--- config.mk ---
export PLATFORM = sky130hd
export DESIGN_NAME = sdram_frame_writer
export DESIGN_NICKNAME = d
export VERILOG_FILES = /design/src/rtl/sdram_frame_writer.sv
export SDC_FILE = /design/constraint.sdc
export NUM_CORES = 1
export LEC_CHECK = 0
export ABC_CLOCK_PERIOD_IN_PS = 4400
export CORE_MARGIN = 2
export CORE_UTILIZATION = 50
export CTS_BUF_LIST = sky130_fd_sc_hd__clkbuf_8 sky130_fd_sc_hd__clkbuf_16
export DETAILED_ROUTE_END_ITERATION = 8
export GPL_ROUTABILITY_DRIVEN = 0
export MAX_ROUTING_LAYER = met4
export PLACE_DENSITY_LB_ADDON = 0.1
export SLEW_MARGIN = 0
export SYNTH_ARGS = -nofsm -noshare
export SYNTH_HDL_FRONTEND = slang
export SYNTH_SLANG_ARGS = --single-unit
--- constraint.sdc ---
create_clock -name sys_clk -period 4.4 [get_ports sys_clk]
set_input_delay 0.88 -clock sys_clk [delete_from_list [all_inputs] [get_ports sys_clk]]
set_output_delay 0.88 -clock sys_clk [all_outputs]
set_load 0.01 [all_outputs]
--- src/rtl/sdram_frame_writer.sv ---
// Pixel-stream to SDRAM write-burst adapter.
// Buffers RGB565 words in a FIFO, issues a write request once a full burst is
// held, streams the beats show-ahead and advances a per-frame linear address.
module sdram_frame_writer #(
    parameter int          BURST_LEN   = 8,
    parameter int          FIFO_DEPTH  = 64,
    parameter int          ADDR_W      = 24,
    parameter int unsigned BASE_ADDR   = 0,
    parameter int unsigned FRAME_WORDS = 76800
) (
    input  logic                          sys_clk,
    input  logic                          rst,
    input  logic                          pix_valid,
    input  logic [15:0]                   pix_data,
    input  logic                          frame_start,
    output logic                          sdram_wr_req,
    output logic [ADDR_W-1:0]             sdram_wr_addr,
    input  logic                          sdram_wr_ack,
    output logic [15:0]                   sdram_wr_data,
    input  logic                          sdram_wr_next,
    output logic                          frame_done,
    output logic                          overflow,
    output logic [$clog2(FIFO_DEPTH):0]   fifo_level
);

    localparam int AW = $clog2(FIFO_DEPTH);
    localparam int PW = AW + 1;
    localparam int BW = $clog2(BURST_LEN);
    localparam logic [ADDR_W-1:0] BASE     = ADDR_W'(BASE_ADDR);
    localparam logic [ADDR_W-1:0] END_ADDR = ADDR_W'(BASE_ADDR + FRAME_WORDS);

    typedef enum logic [1:0] {IDLE, REQ, DATA} state_t;

    state_t            state, state_nxt;
    logic [15:0]       mem [FIFO_DEPTH];
    logic [PW-1:0]     wp, rp;
    logic [BW-1:0]     beat;
    logic [ADDR_W-1:0] addr;
    logic              abort;

    logic              full, pop, push, wr_en, burst_end, abort_start;
    logic [AW-1:0]     wr_idx;
    logic [ADDR_W-1:0] addr_inc;

    // Pointer MSBs differ with equal low bits -> wrapped once -> full.
    assign full        = (wp[AW] != rp[AW]) && (wp[AW-1:0] == rp[AW-1:0]);
    // An aborting burst emits filler beats, so nothing is consumed.
    assign pop         = (state == DATA) && sdram_wr_next && !abort;
    assign push        = pix_valid && (!full || pop);
    assign burst_end   = (state == DATA) && sdram_wr_next && (beat == BW'(BURST_LEN - 1));
    // A frame restart landing on a live burst (or on its ack) must still let
    // the controller finish its BURST_LEN beats.
    assign abort_start = frame_start && ((state == DATA) || (state == REQ && sdram_wr_ack));
    // A flush rewinds both pointers; a coincident pixel becomes entry 0.
    assign wr_en       = frame_start ? pix_valid : push;
    assign wr_idx      = frame_start ? '0 : wp[AW-1:0];
    assign addr_inc    = addr + ADDR_W'(BURST_LEN);

    assign sdram_wr_req  = (state == REQ);
    assign sdram_wr_addr = addr;
    assign sdram_wr_data = (state == DATA && !abort) ? mem[rp[AW-1:0]] : 16'h0000;

    // State register.
    always_ff @(posedge sys_clk or posedge rst) begin
        if (rst) state <= IDLE;
        else     state <= state_nxt;
    end

    // Next-state: request once a burst is buffered, ack wins over restart.
    always_comb begin
        state_nxt = state;
        case (state)
            IDLE: if (!frame_start && fifo_level >= PW'(BURST_LEN)) state_nxt = REQ;
            REQ:  if (sdram_wr_ack)     state_nxt = DATA;
                  else if (frame_start) state_nxt = IDLE;
            DATA: if (burst_end)        state_nxt = IDLE;
            default: state_nxt = IDLE;
        endcase
    end

    // FIFO storage; contents need no reset, pointers define validity.
    always_ff @(posedge sys_clk) begin
        if (wr_en) mem[wr_idx] <= pix_data;
    end

    // FIFO pointers, occupancy and sticky overflow.
    always_ff @(posedge sys_clk or posedge rst) begin
        if (rst) begin
            wp         <= '0;
            rp         <= '0;
            fifo_level <= '0;
            overflow   <= 1'b0;
        end else if (frame_start) begin
            wp         <= PW'(pix_valid);
            rp         <= '0;
            fifo_level <= PW'(pix_valid);
            overflow   <= 1'b0;
        end else begin
            if (push) wp <= wp + 1'b1;
            if (pop)  rp <= rp + 1'b1;
            if (push && !pop)      fifo_level <= fifo_level + 1'b1;
            else if (pop && !push) fifo_level <= fifo_level - 1'b1;
            if (pix_valid && !push) overflow <= 1'b1;
        end
    end

    // Beat counter, abort flag, frame address and end-of-frame pulse.
    always_ff @(posedge sys_clk or posedge rst) begin
        if (rst) begin
            beat       <= '0;
            abort      <= 1'b0;
            addr       <= BASE;
            frame_done <= 1'b0;
        end else begin
            frame_done <= 1'b0;

            if (state == REQ && sdram_wr_ack)        beat <= '0;
            else if (state == DATA && sdram_wr_next) beat <= beat + 1'b1;

            // Burst end takes priority so a restart on the last beat cannot
            // leak the abort flag into the next burst.
            if (burst_end)        abort <= 1'b0;
            else if (abort_start) abort <= 1'b1;

            if (frame_start) begin
                addr <= BASE;
            end else if (burst_end && !abort) begin
                if (addr_inc == END_ADDR) begin
                    addr       <= BASE;
                    frame_done <= 1'b1;
                end else begin
                    addr <= addr_inc;
                end
            end
        end
    end

endmodule

## After elaboration in Yosys (flattened, before gate mapping)

Memories as Yosys holds them, arrays and structs flattened.
Cells that the tools add are included.
Widths: inputs -> output; s select.

| cells by class | value |
|---|---|
| $lt $le $gt $ge | 1 |
| multiplexer cells | 29 |
| add/subtract/negate cells | 6 |
| eq/ne operators | 9 |
| reductions and logical operators | 29 |

Operator list:

| kind | number |
|---|---|
| $mux 24 | 3 |
| $mux 7 | 7 |
| $add 24x4->24 const B | 1 |
| $eq 24x17->1 const B | 1 |
| $add 7x1->7 const B | 3 |
| $mux 16 | 1 |
| $logic_and 1x1->1 | 13 |
| $reduce_bool 2->1 | 6 |
| $mux 1 | 10 |
| $mux 2 | 4 |
| $ge 7x4->1 const B | 1 |
| $sub 7x1->7 const B | 1 |
| $eq 6x6->1 | 1 |
| $mux 3 | 2 |
| $mux 6 | 1 |
| $pmux 2 s3 | 1 |
| $logic_not 1->1 | 5 |
| $ne 2x2->1 const B | 2 |
| $add 3x1->3 const B | 1 |
| $eq 3x3->1 const B | 1 |
| $ne 3x2->1 const B | 1 |
| $reduce_and 3->1 | 1 |
| $reduce_bool 3->1 | 1 |
| $eq 2x1->1 const B | 1 |
| other kinds (4) | 5 |

| word-level totals | value |
|---|---|
| register bits after elaboration | 53 |
| bits in writable memories | 1024 |
| input bits | 22 |
| output and inout port bits | 50 |
| word-level logic and storage cells | 84 |
| memories kept | 1 |

Memory list:

| name | depth | bits a word | rd ports | clocked after memory_dff | write ports | RTL line | text |
|---|---|---|---|---|---|---|---|
| mem | 64 | 16 | 1 | 0 | 1 | 35 | `logic [15:0] mem [FIFO_DEPTH];` |

## Longest topological paths before layout

| logic depth | value |
|---|---|
| depth in word-level cells | 10 |
| mapped depth | 15 |
| mapped depth without buffers | 12 |

## Worst setup path after synthesis

No wires, ideal clock.

| path | value |
|---|---|
| path type | input-to-reg |
| start | input port sdram_wr_next |
| end | register fifo_level[6] |
| path buffers | 3 |
| stages on the path | 14 |
| arrival time | 3.300 ns |
| data required time | 4.268 ns |
| setup time | 0.132 ns |
| slack | 0.968 ns |
| cell sequence | clkbuf_1 -> and2_1 -> buf_2 -> o31a_1 -> buf_2 -> nand2_1 -> fa_1 -> a21o_1 -> a21oi_1 -> o21bai_1 -> a21oi_1 -> mux2i_1 -> xnor2_1 -> nor2_1 |

| between the ends | value |
|---|---|
| longest elaborated chain between the ends | 7 |
| elaborated cells on any way between the ends | 11 |
| those cells by class | mux: 2; reduce/logical: 9 |

RTL lines:

| item | RTL line | text |
|---|---|---|
| start: declaration | 20 | `input logic sdram_wr_next,` |
| $logic_and 1x1->1 (*) (2 in series) | 48 | `assign pop = (state == DATA) && sdram_wr_next && !abort;` |
| $logic_or 1x1->1 | 49 | `assign push = pix_valid && (!full \|\| pop);` |
| $logic_and 1x1->1 | 49 |  |
| $logic_and 1x1->1 / $logic_not 1->1 (equally long branches) | 101, 102 |  |
| $mux 7 / $logic_and 1x1->1 (equally long branches) | 101, 102 |  |
| $mux 7 / $reduce_bool 3->1 (equally long branches) | -- |  |
| end signal: assignment | 96 | `fifo_level <= PW'(pix_valid);` |
| end signal: assignment | 101 | `if (push && !pop) fifo_level <= fifo_level + 1'b1;` |
| end signal: assignment | 102 | `else if (pop && !push) fifo_level <= fifo_level - 1'b1;` |
| end: declaration | 23 | `output logic [$clog2(FIFO_DEPTH):0] fifo_level` |

Every way passes the cells marked *; elsewhere a longest branch is shown, timed or not.
A chain may end at the register's enable or synchronous reset.

## Final worst setup path

| path | value |
|---|---|
| start | register rp[0] |
| end | output port sdram_wr_data[7] |

| between the ends | value |
|---|---|
| longest elaborated chain between the ends | 2 |

RTL lines:

| item | RTL line | text |
|---|---|---|
| start: declaration | 36 | `logic [PW-1:0] wp, rp;` |
| start signal: assignment | 100 | `if (pop) rp <= rp + 1'b1;` |
| $mem_v2 64x16 | -- |  |
| $mux 16 | 61 | `assign sdram_wr_data = (state == DATA && !abort) ? mem[rp[AW-1:0]] : 16'h0000;` |
| end: declaration | 19 | `output logic [15:0] sdram_wr_data,` |

No other way between the ends.

==> results.yml <==
setup_path:
  crit_fanout: 7
  reg2reg_slack_ns: 0.78
  worstPathCellList: "buf_12 > buf_12 > buf_8 > buf_6 > mux4_2 > mux4_2 > mux4_2 > and2_4 > buf_6"
  timing.critical_path.slowest_cell_delay_ns: 0.62
  cpMaxStageDelayCell: "mux4_2"
  critical_path.reg2reg.startpoint: "rp[0]"
  regToRegEndpoint: "fifo_level[6]"
  cp.arrival_ns: 3.61
  cpLargestDelayFamily: "multiplexers"
  reg2reg_depth: 15
  cp.buffers_inverters: 5
  critical_path_type: "reg2out"
  critPathLaunchType: "register"
  crit_required_ns: 3.52
  critical_path_s_most_frequent_cell: "mux4_2"
  timing.critical_path.to_type: "output pin"
clocking:
  worstSkewPairLatency_ns: 0.67
  postCtsHoldBufs: 0
  root_buffer: "clkbuf_16"
  clock_tree_from_tritoncts: "done"
  cts_made_buffers: 109
  htreeDepth: 3
  path_clk_slew_ns: 0.06
  clock_sink_count: 1074
  ctsLongestPathBuffers: 3
final_layout:
  layout.nets: 2443
  ff_latch_area_mm2: 0.0320
  final_core_util_pct: 59.2
  final_layout_size_suffix_gt1_share_pct: 29.0
  num-fill-cells: 6251
  multi_input_area_mm2: 0.0103
  area_delta_synth_final_pct: 17.9
synthesis:
  synth_area_mm2: 0.0426
  synth_enable_flop_cells: 1024
  synth-compound-area-share_pct: 3.34
  yosys.area_share.simple_pct: 3.14
  synth-async-reset-ratio_pct: 4.66
  mux_cell_area_share_after_synthesis_pct: 15.6
  yosys_register_bits: 1074
  post_synth_inst_count: 2139
  synth_seq_area_share_pct: 75.1
  combinational_family_with_the_most_area_after_synthesis: "multiplexers"
  yosys_warnings: 0
  synth_ff_type: "edfxtp_1"
  syn_area_per_cell_um2: 19.9
  post_synth_xor_area_fraction_pct: 0.883
  synth_cell_types: 58
  adder_and_majority_cell_fraction_of_the_synthesized_area_pct: 0.340
timing:
  final_number_of_setup_violating_endpoints: 2
  slew_viol_final: 0
  final.period_utilization_pct: 102
  rsz0062_at_grt: "yes"
  relSlewSlack_pct: 18.0
  final.hold.worst_slack_ns: 0.501
  fmaxAchievable_mhz: 223
  final_critical_path_setup_slack_ns: -0.0871
  finalWorstPathRequiredPeriod_ns: 4.49
  fin_worst_skew_ns: 0.0178
  tightestPinTransition_ns: 1.23
  hold_viol_final: 0
pwr:
  leakage_nw: 15.7
  power.sequential.fraction_pct: 53.2
  power_report.internal_total_mw: 16.9
  power.net_switching_mw: 4.46
  worst_case_vdd_ir_drop_mv: 0.354
  cellPowerDensity_mw_per_mm2: 424
  clkPwrFrac_pct: 42.5
  combPwrFrac_pct: 4.3
  totalPowerFinal_mw: 21.3
  netSwitchingFraction_pct: 20.9
global_route:
  grt_pass1_vias: 21800
  grt_pass1_wl_mm: 158
  global_route_met1_utilization_pct: 38.2
  antenna_found_initial: 3
  grt_util_met2_pct: 40.7
  grt.met3_usage_pct: 3.87
  largest_net_degree_at_the_start_of_global_routing: 65
  track_usage_pct: 26.4
  busiest_layer: "met2"
  grt_overflow_total: 0
floorplan:
  die_h_um: 296
  floorplan.die.width_um: 296
  floorplan.core_area_mm2: 0.0849
  num_io_pins: 72
  dieArea_mm2: 0.0876
  row_count: 107
  floorplan.initialDensity_pct: 50.2
worst_hold_path:
  hp-start: "overflow"
  worst_hold_path.num_cells: 2
  min_delay_worst_endpoint: "overflow"
  hp-class: "reg2reg"
detailed_routing:
  drt-initial-drc-count: 2258
  detail_route.first_pass.iterations: 5
  ant_nets: 0
  wl_per_cell_um: 30.3
  route.vias.total: 22200
  routed_via_density: 6.10
  wirelength_mm: 110
  remaining_drc_errors: 0
status:
  status: "complete, but fails checks"
  failed_checks: "negative setup slack"
placement:
  place.port_buffers: 68
  post_detail_place_hpwl_mm: 66.9
flow_run:
  drv_cap: 0
cells by family (layout without fill, tap and decap cells):
kind of cell	count (synthesis)	after routing
AOI/OAI and AO/OA	206	206
xor gates and xnor gates	43	43
adders and majority gates	11	11
buffers and inverters	141	503
DFF	1074	1074
muxes	371	371
other	1	4
and+or+nand+nor	292	292
cell usage in the layout, fill, tap and decap left out, types with 6 or more instances in the layout:
| master | instances |
|---|---|
| clkinv_2 | 24 |
| buf_12 | 36 |
| and2_4 | 10 |
| mux2i_1 | 133 |
| a21oi_1 | 43 |
| xnor2_1 | 22 |
| nand3_1 | 24 |
| inv_1 | 25 |
| o32ai_1 | 6 |
| o221ai_1 | 48 |
| edfxtp_1 | 1024 |
| and3_1 | 6 |
| o21ai_0 | 24 |
| buf_2 | 20 |
| nor2_1 | 106 |
| a21oi_2 | 7 |
| o22ai_1 | 24 |
| clkbuf_16 | 109 |
| buf_4 | 159 |
| ha_1 | 10 |
| clkbuf_8 | 7 |
| clkinvlp_4 | 6 |
| o221ai_2 | 10 |
| bufinv_16 | 10 |
| nand4_1 | 11 |
| nor2_2 | 11 |
| nor3_1 | 15 |
| nand2_1 | 64 |
| mux4_2 | 235 |
| clkinv_1 | 24 |
| buf_6 | 19 |
| clkdlybuf4s50_1 | 35 |
| buf_16 | 9 |
| xor2_1 | 21 |
| nor2b_1 | 7 |
| dfrtp_1 | 45 |
power by group through the flow:
stage | Combinational [mW] | Clock (mW) | Sequential [mW]
final | 0.920 | 9.07 | 11.3
after global routing | 0.997 | 9.60 | 11.3
after CTS | 0.918 | 9.22 | 11.3
after detailed placement | 0.850 | 0 | 11.6
after global placement | 0.827 | 0 | 11.5
after floorplan | 0.446 | 0 | 11.5
flip-flops by register name, indices dropped and copies added, names as in the netlist:
name,count
overflow,1
abort,1
rp,7
frame_done,1
state,2
sdram_wr_addr,21
fifo_level,7
beat,3
wp,7
mem,1024
worst max path at each step:
| stage | startpoint | endpoint | slack [ns] | depth (start not counted) |
|---|---|---|---|---|
| after detailed placement | rp[0] | sdram_wr_data[10] | 0.19 | 9 |
| final | rp[0] | sdram_wr_data[7] | -0.09 | 9 |
| after global placement | rp[0] | sdram_wr_data[10] | 0.21 | 9 |
| after global routing | rp[0] | sdram_wr_data[7] | -0.14 | 9 |
| after floorplan | sdram_wr_next | fifo_level[6] | 0.97 | 14 |
| after CTS | rp[0] | sdram_wr_data[9] | -0.23 | 8 |
final cells by class:
cell class | instances | area share (%)
Clock inverter | 88 | 1.42
Timing Repair Buffer | 289 | 5.96
Multi-Input combinational cell | 926 | 20.4
Clock buffer | 116 | 5.62
Inverter | 10 | 0.0747
Tap cell | 1144 | 2.85
Sequential cell | 1074 | 63.7
Antenna cell | 1 | 0.00498
synthesized netlist by cell type (all sizes together), types with 27 or more instances:
master  instances  area, um2
a21oi          51        255
buf            57        369
clkbuf         74        279
dfrtp          50       1250
edfxtp       1024      30700
mux2i         136       1360
mux4          235       5290
nand2          68        255
nor2          117        442
o21ai          27        135
o221ai         58        508
o22ai          27        169
stage by stage:
step	TNS, ns	instances	worst slack (ns)	area, um2
finish	-0.104	3648	-0.0871	50300
global placement	0	3393	0.211	45700
detailed placement	0	3393	0.191	45700
floorplan	0	2141	0.968	42600
CTS	-1.29	3638	-0.228	50100
global route	-0.507	3647	-0.139	50300
metal layers:
layer	wire, um	vias to the layer above	part of all wire [%]
li1	-	9381	-
met1	47900	11900	43
met2	53000	823	48
met3	7220	137	6.5
met4	2270	0	2.1
met5	0	-	0
worst min-delay path, stage by stage (launching register included):
cell and delay (ns):
dfrtp_1 0.34, a21oi_1 0.04, nor2_1 0.07
repair_timing:
item	in CTS	in global routing
pin swaps	9	3
setup endpoints to repair	16	15
buffers inserted	36	14
cloned	8	0
resized for setup	137	35
endpoints found under the hold margin	0	0
Note: power is estimated with default switching activity, not from simulation.
